==> config.mk <==
export PLATFORM = sky130hd
export DESIGN_NAME = instr_fetch_unit
export DESIGN_NICKNAME = d
export VERILOG_FILES = /design/src/rtl/instr_fetch_unit.sv
export SDC_FILE = /design/constraint.sdc
export NUM_CORES = 1
export LEC_CHECK = 0
export ABC_AREA = 0
export CAP_MARGIN = 20
export CORE_MARGIN = 4
export CORE_UTILIZATION = 50
export DETAILED_ROUTE_END_ITERATION = 10
export GPL_TIMING_DRIVEN = 1
export PLACE_DENSITY = 0.84
export SYNTH_ARGS = -nofsm -noshare
export SYNTH_HDL_FRONTEND = slang
export SYNTH_SLANG_ARGS = --single-unit
==> constraint.sdc <==
create_clock -name CLK -period 6.32 [get_ports CLK]
set_input_delay 1.264 -clock CLK [delete_from_list [all_inputs] [get_ports CLK]]
set_output_delay 1.264 -clock CLK [all_outputs]
set_load 0.03 [all_outputs]
==> src/rtl/instr_fetch_unit.sv <==
// Fetch stage: issues word fetches over a req/ack memory port into a small
// prefetch FIFO and hands {instr, pc} pairs to decode; redirects flush it.
module instr_fetch_unit #(
    parameter int                    DATA_WIDTH = 32,
    parameter int                    FIFO_DEPTH = 4,
    parameter logic [DATA_WIDTH-1:0] RESET_PC   = '0
) (
    input  logic                  CLK,
    input  logic                  RST,
    output logic                  mem_req_o,
    output logic [DATA_WIDTH-1:0] mem_addr_o,
    input  logic                  mem_ack_i,
    input  logic [DATA_WIDTH-1:0] mem_rdata_i,
    input  logic                  redirect_i,
    input  logic [DATA_WIDTH-1:0] redirect_pc_i,
    output logic                  instr_valid_o,
    output logic [DATA_WIDTH-1:0] instr_o,
    output logic [DATA_WIDTH-1:0] instr_pc_o,
    input  logic                  instr_ready_i
);

    localparam int             PTR_W   = $clog2(FIFO_DEPTH);
    localparam int             CNT_W   = PTR_W + 1;
    localparam logic [CNT_W-1:0] DEPTH_C = CNT_W'(FIFO_DEPTH);

    typedef enum logic [1:0] {
        IDLE,
        REQ,
        DISCARD
    } state_t;

    state_t                r_state;
    logic                  r_req;
    logic [DATA_WIDTH-1:0] r_addr;
    logic [DATA_WIDTH-1:0] r_fetch_pc;

    logic [DATA_WIDTH-1:0] r_instr_mem [FIFO_DEPTH];
    logic [DATA_WIDTH-1:0] r_pc_mem    [FIFO_DEPTH];
    logic [PTR_W-1:0]      r_wptr;
    logic [PTR_W-1:0]      r_rptr;
    logic [CNT_W-1:0]      r_count;

    logic                  w_nonempty;
    logic                  w_ack;
    logic                  w_push;
    logic                  w_pop;
    logic [CNT_W-1:0]      w_count_next;
    logic [DATA_WIDTH-1:0] w_target;
    logic [DATA_WIDTH-1:0] w_pc_inc;
    logic                  w_unused_lsbs;

    assign w_nonempty    = (r_count != '0);
    assign w_ack         = r_req & mem_ack_i;
    // A redirect overrides both sides of the FIFO in the same cycle.
    assign w_push        = (r_state == REQ) & w_ack & ~redirect_i;
    assign w_pop         = w_nonempty & instr_ready_i & ~redirect_i;
    assign w_count_next  = r_count + CNT_W'(w_push) - CNT_W'(w_pop);
    assign w_target      = {redirect_pc_i[DATA_WIDTH-1:2], 2'b00};
    assign w_pc_inc      = r_fetch_pc + DATA_WIDTH'(4);
    assign w_unused_lsbs = ^redirect_pc_i[1:0];

    assign mem_req_o     = r_req;
    assign mem_addr_o    = r_addr;
    assign instr_valid_o = w_nonempty;
    assign instr_o       = w_nonempty ? r_instr_mem[r_rptr] : '0;
    assign instr_pc_o    = w_nonempty ? r_pc_mem[r_rptr]    : '0;

    // Request FSM; mem_addr_o always equals fetch_pc while in REQ.
    always_ff @(posedge CLK or posedge RST) begin
        if (RST) begin
            r_state    <= IDLE;
            r_req      <= 1'b0;
            r_addr     <= RESET_PC;
            r_fetch_pc <= RESET_PC;
        end else begin
            case (r_state)
                IDLE: begin
                    if (redirect_i) begin
                        r_state <= REQ;
                        r_req   <= 1'b1;
                        r_addr  <= w_target;
                    end else if (r_count < DEPTH_C) begin
                        r_state <= REQ;
                        r_req   <= 1'b1;
                        r_addr  <= r_fetch_pc;
                    end
                end
                REQ: begin
                    if (redirect_i) begin
                        if (w_ack) begin
                            r_addr <= w_target;
                        end else begin
                            r_state <= DISCARD;
                        end
                    end else if (w_ack) begin
                        if (w_count_next < DEPTH_C) begin
                            r_addr <= w_pc_inc;
                        end else begin
                            r_state <= IDLE;
                            r_req   <= 1'b0;
                        end
                    end
                end
                DISCARD: begin
                    if (w_ack) begin
                        r_state <= REQ;
                        r_addr  <= redirect_i ? w_target : r_fetch_pc;
                    end
                end
                default: begin
                    r_state <= IDLE;
                    r_req   <= 1'b0;
                end
            endcase

            if (redirect_i) begin
                r_fetch_pc <= w_target;
            end else if (w_push) begin
                r_fetch_pc <= w_pc_inc;
            end
        end
    end

    always_ff @(posedge CLK or posedge RST) begin
        if (RST) begin
            r_wptr  <= '0;
            r_rptr  <= '0;
            r_count <= '0;
        end else if (redirect_i) begin
            r_wptr  <= '0;
            r_rptr  <= '0;
            r_count <= '0;
        end else begin
            if (w_push) begin
                r_wptr <= r_wptr + PTR_W'(1);
            end
            if (w_pop) begin
                r_rptr <= r_rptr + PTR_W'(1);
            end
            r_count <= w_count_next;
        end
    end

    // Storage needs no reset: the outputs are gated by the count.
    always_ff @(posedge CLK) begin
        if (w_push) begin
            r_instr_mem[r_wptr] <= mem_rdata_i;
            r_pc_mem[r_wptr]    <= r_addr;
        end
    end

endmodule

==> results_dict.tcl <==
set metrics [dict create \
    postCtsSetupBuffers 0 \
    grt_pass1_vias 8522 \
    wl_um 30900 \
    grt_max_degree 67 \
    avgRoutedWirePerCell_um 21.0 \
    finalClockSkew_ps 28.2 \
    fp.dieW_um 177 \
    leakage_nw 5.92 \
    synthArstFlopShare 0.224 \
    cts_max_level 2 \
    finalMaxSlewViolations 0 \
    synth_seq_cells 330 \
    max-slew-margin-rel 0.314 \
    outcome "finished clean" \
    first_pass_iters 5 \
    hold_violations 0 \
    max_freq_ghz 0.215 \
    seq_area_frac_synth 0.669 \
    coreArea_mm2 0.0279 \
    syn_area_mm2 0.0143 \
    dpl.cell_count 1407 \
    cap_viol_max_count 0 \
    track_usage 0.199 \
    worstMarginPinSlew_ps 1030 \
    clk_latency_ps 520 \
    cts_sinks 330 \
    area_growth_pct 21.6 \
    gr-total-overflow 0 \
    synth_flop_cell "edfxtp_1" \
    layout_commonest_cell "edfxtp_1" \
    rows 61 \
    clockBufferDepth 3 \
    drc 0 \
    drtAntennaViolNets 0 \
    initial_core_util 0.510 \
    cts_tree "built" \
    hp-class "flip-flop to flip-flop" \
    synthCells 911 \
    instances_no_fill 1470 \
    arrival_ps 5060 \
    num_vias 8276 \
    final_nets 1144 \
    yosysTopAreaCellShare 0.539 \
    totalPowerFinal_w 0.00760 \
    power_density_mw_per_mm2 438 \
    ctsRootBufferMaster "clkbuf_16" \
    fill_cells 2062 \
    required_ps 6740 \
    tns_ps 0 \
    rsz0062_at_grt "false" \
    die_h_um 177 \
    n_antenna_cell 0 \
    syn_area_per_cell_um2 15.6 \
    fin_crit_sh 0.735 \
    path_max_fanout 20 \
    start_kind "input port" \
    synth_cell_types 69 \
    drt_iter0_drc 639 \
    synth_nets 988 \
    antenna_found_initial 2 \
    die-area_mm2 0.0313 \
    final_cell_mix "edfxtp_1 (256), clkdlybuf4s50_1 (163), dfrtp_1 (72)" \
    ios 167 \
    routed_via_density 5.63 \
    hpwl_um 19300 \
    yosysWarnings 0 \
    drive_above_1_share 0.158 \
    cts_made_buffers 35 \
    end_kind "flip-flop" \
    vdd_drop_max_uv 226 \
    synth_edf_count 256 \
    fin_ws_ps 1670 \
    grt_pass1_wl_um 48900 \
    synth_largest_area_cell "edfxtp_1" \
    hold_buffers 0 \
    finalSetupViolations 0 \
    clkTransAtPathRegs_ps 60 \
    post_cts_resized 0 \
    place_congestion 0.892 \
    timing.hold.ws_ps 518 \
    finalCriticalPeriod_ps 4650 \
    port_buffers 164 \
    dp_slack_ps 1140 \
    crit_type "input port to flip-flop" \
    synthTopCellsByArea "edfxtp_1 (54%), dfrtp_1 (13%), mux4_2 (10%), and2_1 (3.1%), nand2_1 (1.7%)" \
]
final timing paths:
path,start,slack [ps],to,depth (start not counted)
min in group asynchronous,RST,970,mem_addr_o[8]$_DFFE_PP0P_,2
setup / recovery,mem_ack_i,1670,mem_addr_o[26]$_DFFE_PP0P_,15
hold reg to reg,r_fetch_pc[1]$_DFFE_PP0P_,520,r_fetch_pc[1]$_DFFE_PP0P_,1
hold / removal,r_fetch_pc[1]$_DFFE_PP0P_,520,r_fetch_pc[1]$_DFFE_PP0P_,1
max in group asynchronous,RST,4680,r_fetch_pc[30]$_DFFE_PP0P_,3
setup reg to reg,r_state[0]$_DFFE_PP0P_,2340,mem_addr_o[26]$_DFFE_PP0P_,14
cells by family after synthesis:
| kind of cell | after synthesis | share of synthesized area |
|---|---|---|
| compound gates | 87 | 0.0413 |
| buf+inv | 69 | 0.0213 |
| simple gates | 284 | 0.112 |
| fa+ha+maj | 9 | 0.00825 |
| xor+xnor | 47 | 0.0298 |
| mux | 85 | 0.118 |
| flops | 330 | 0.669 |
cell usage after synthesis (3+ instances only):
master / number
xnor2_1: 20
a31oi_1: 4
edfxtp_1: 256
buf_1: 9
nor2_1: 53
o21ai_0: 20
nand2b_1: 7
nor3_2: 3
mux4_2: 64
buf_2: 22
a21oi_1: 17
o31ai_1: 5
nor3_1: 10
mux2i_1: 4
dfrtp_1: 74
and2_1: 70
nand2_1: 64
nand4_1: 18
inv_1: 14
o21a_1: 4
mux2_2: 16
o211ai_1: 3
a311oi_1: 4
nand3_4: 4
nor2b_1: 9
nor4_1: 6
nand3_1: 20
a211oi_1: 4
and4_1: 3
clkbuf_1: 19
and3_1: 4
ha_1: 7
nor4_4: 3
xor2_1: 26
a21boi_0: 3
a21o_1: 3
flip-flops by register name (all words and copies together), names as in the netlist:
register / count
r_instr_mem: 128
r_state: 2
r_count: 3
mem_req_o: 1
mem_addr_o: 32
r_pc_mem: 128
r_fetch_pc: 32
r_rptr: 2
r_wptr: 2
area by class of cell:
cell class / instances / area, um2 / share of cell area
Clock buffer: 46 / 968 / 0.0559
Clock inverter: 16 / 151 / 0.00873
Inverter: 14 / 52.6 / 0.00303
Multi-Input combinational cell: 512 / 4420 / 0.255
Sequential cell: 330 / 9550 / 0.551
Tap cell: 378 / 473 / 0.0273
Timing Repair Buffer: 174 / 1720 / 0.0994
metrics by stage:
stage               cell area, um2  utilization
floorplan                    14300            -
global placement             16200        0.580
detailed placement           16200        0.580
CTS                          17300        0.620
global route                 17300        0.621
finish                       17300        0.621
worst max-delay path, cell delays in order:
cell	delay, ps
clkdlybuf4s50_1	550
nand4b_4	300
nor2_1	350
inv_1	110
ha_1	290
inv_1	60
ha_1	130
inv_1	50
fa_1	370
xnor3_1	300
nor2_4	60
o21ai_2	770
buf_4	250
nor2_1	40
a41oi_1	150
report_power, final:
| group | switching (W) | internal, W |
|---|---|---|
| Sequential | 0.000373 | 0.00269 |
| Clock | 0.000820 | 0.00117 |
| Combinational | 0.00142 | 0.00113 |
routing by layer:
metal | global-route usage | vias to the layer above | part of all wire
li1 | - | 3768 | -
met1 | 0.279 | 4214 | 0.43
met2 | 0.333 | 243 | 0.50
met3 | 0.0325 | 47 | 0.050
met4 | 0.0480 | 4 | 0.018
met5 | 0 | - | 0.00078
(Power assumes the default switching activity.)
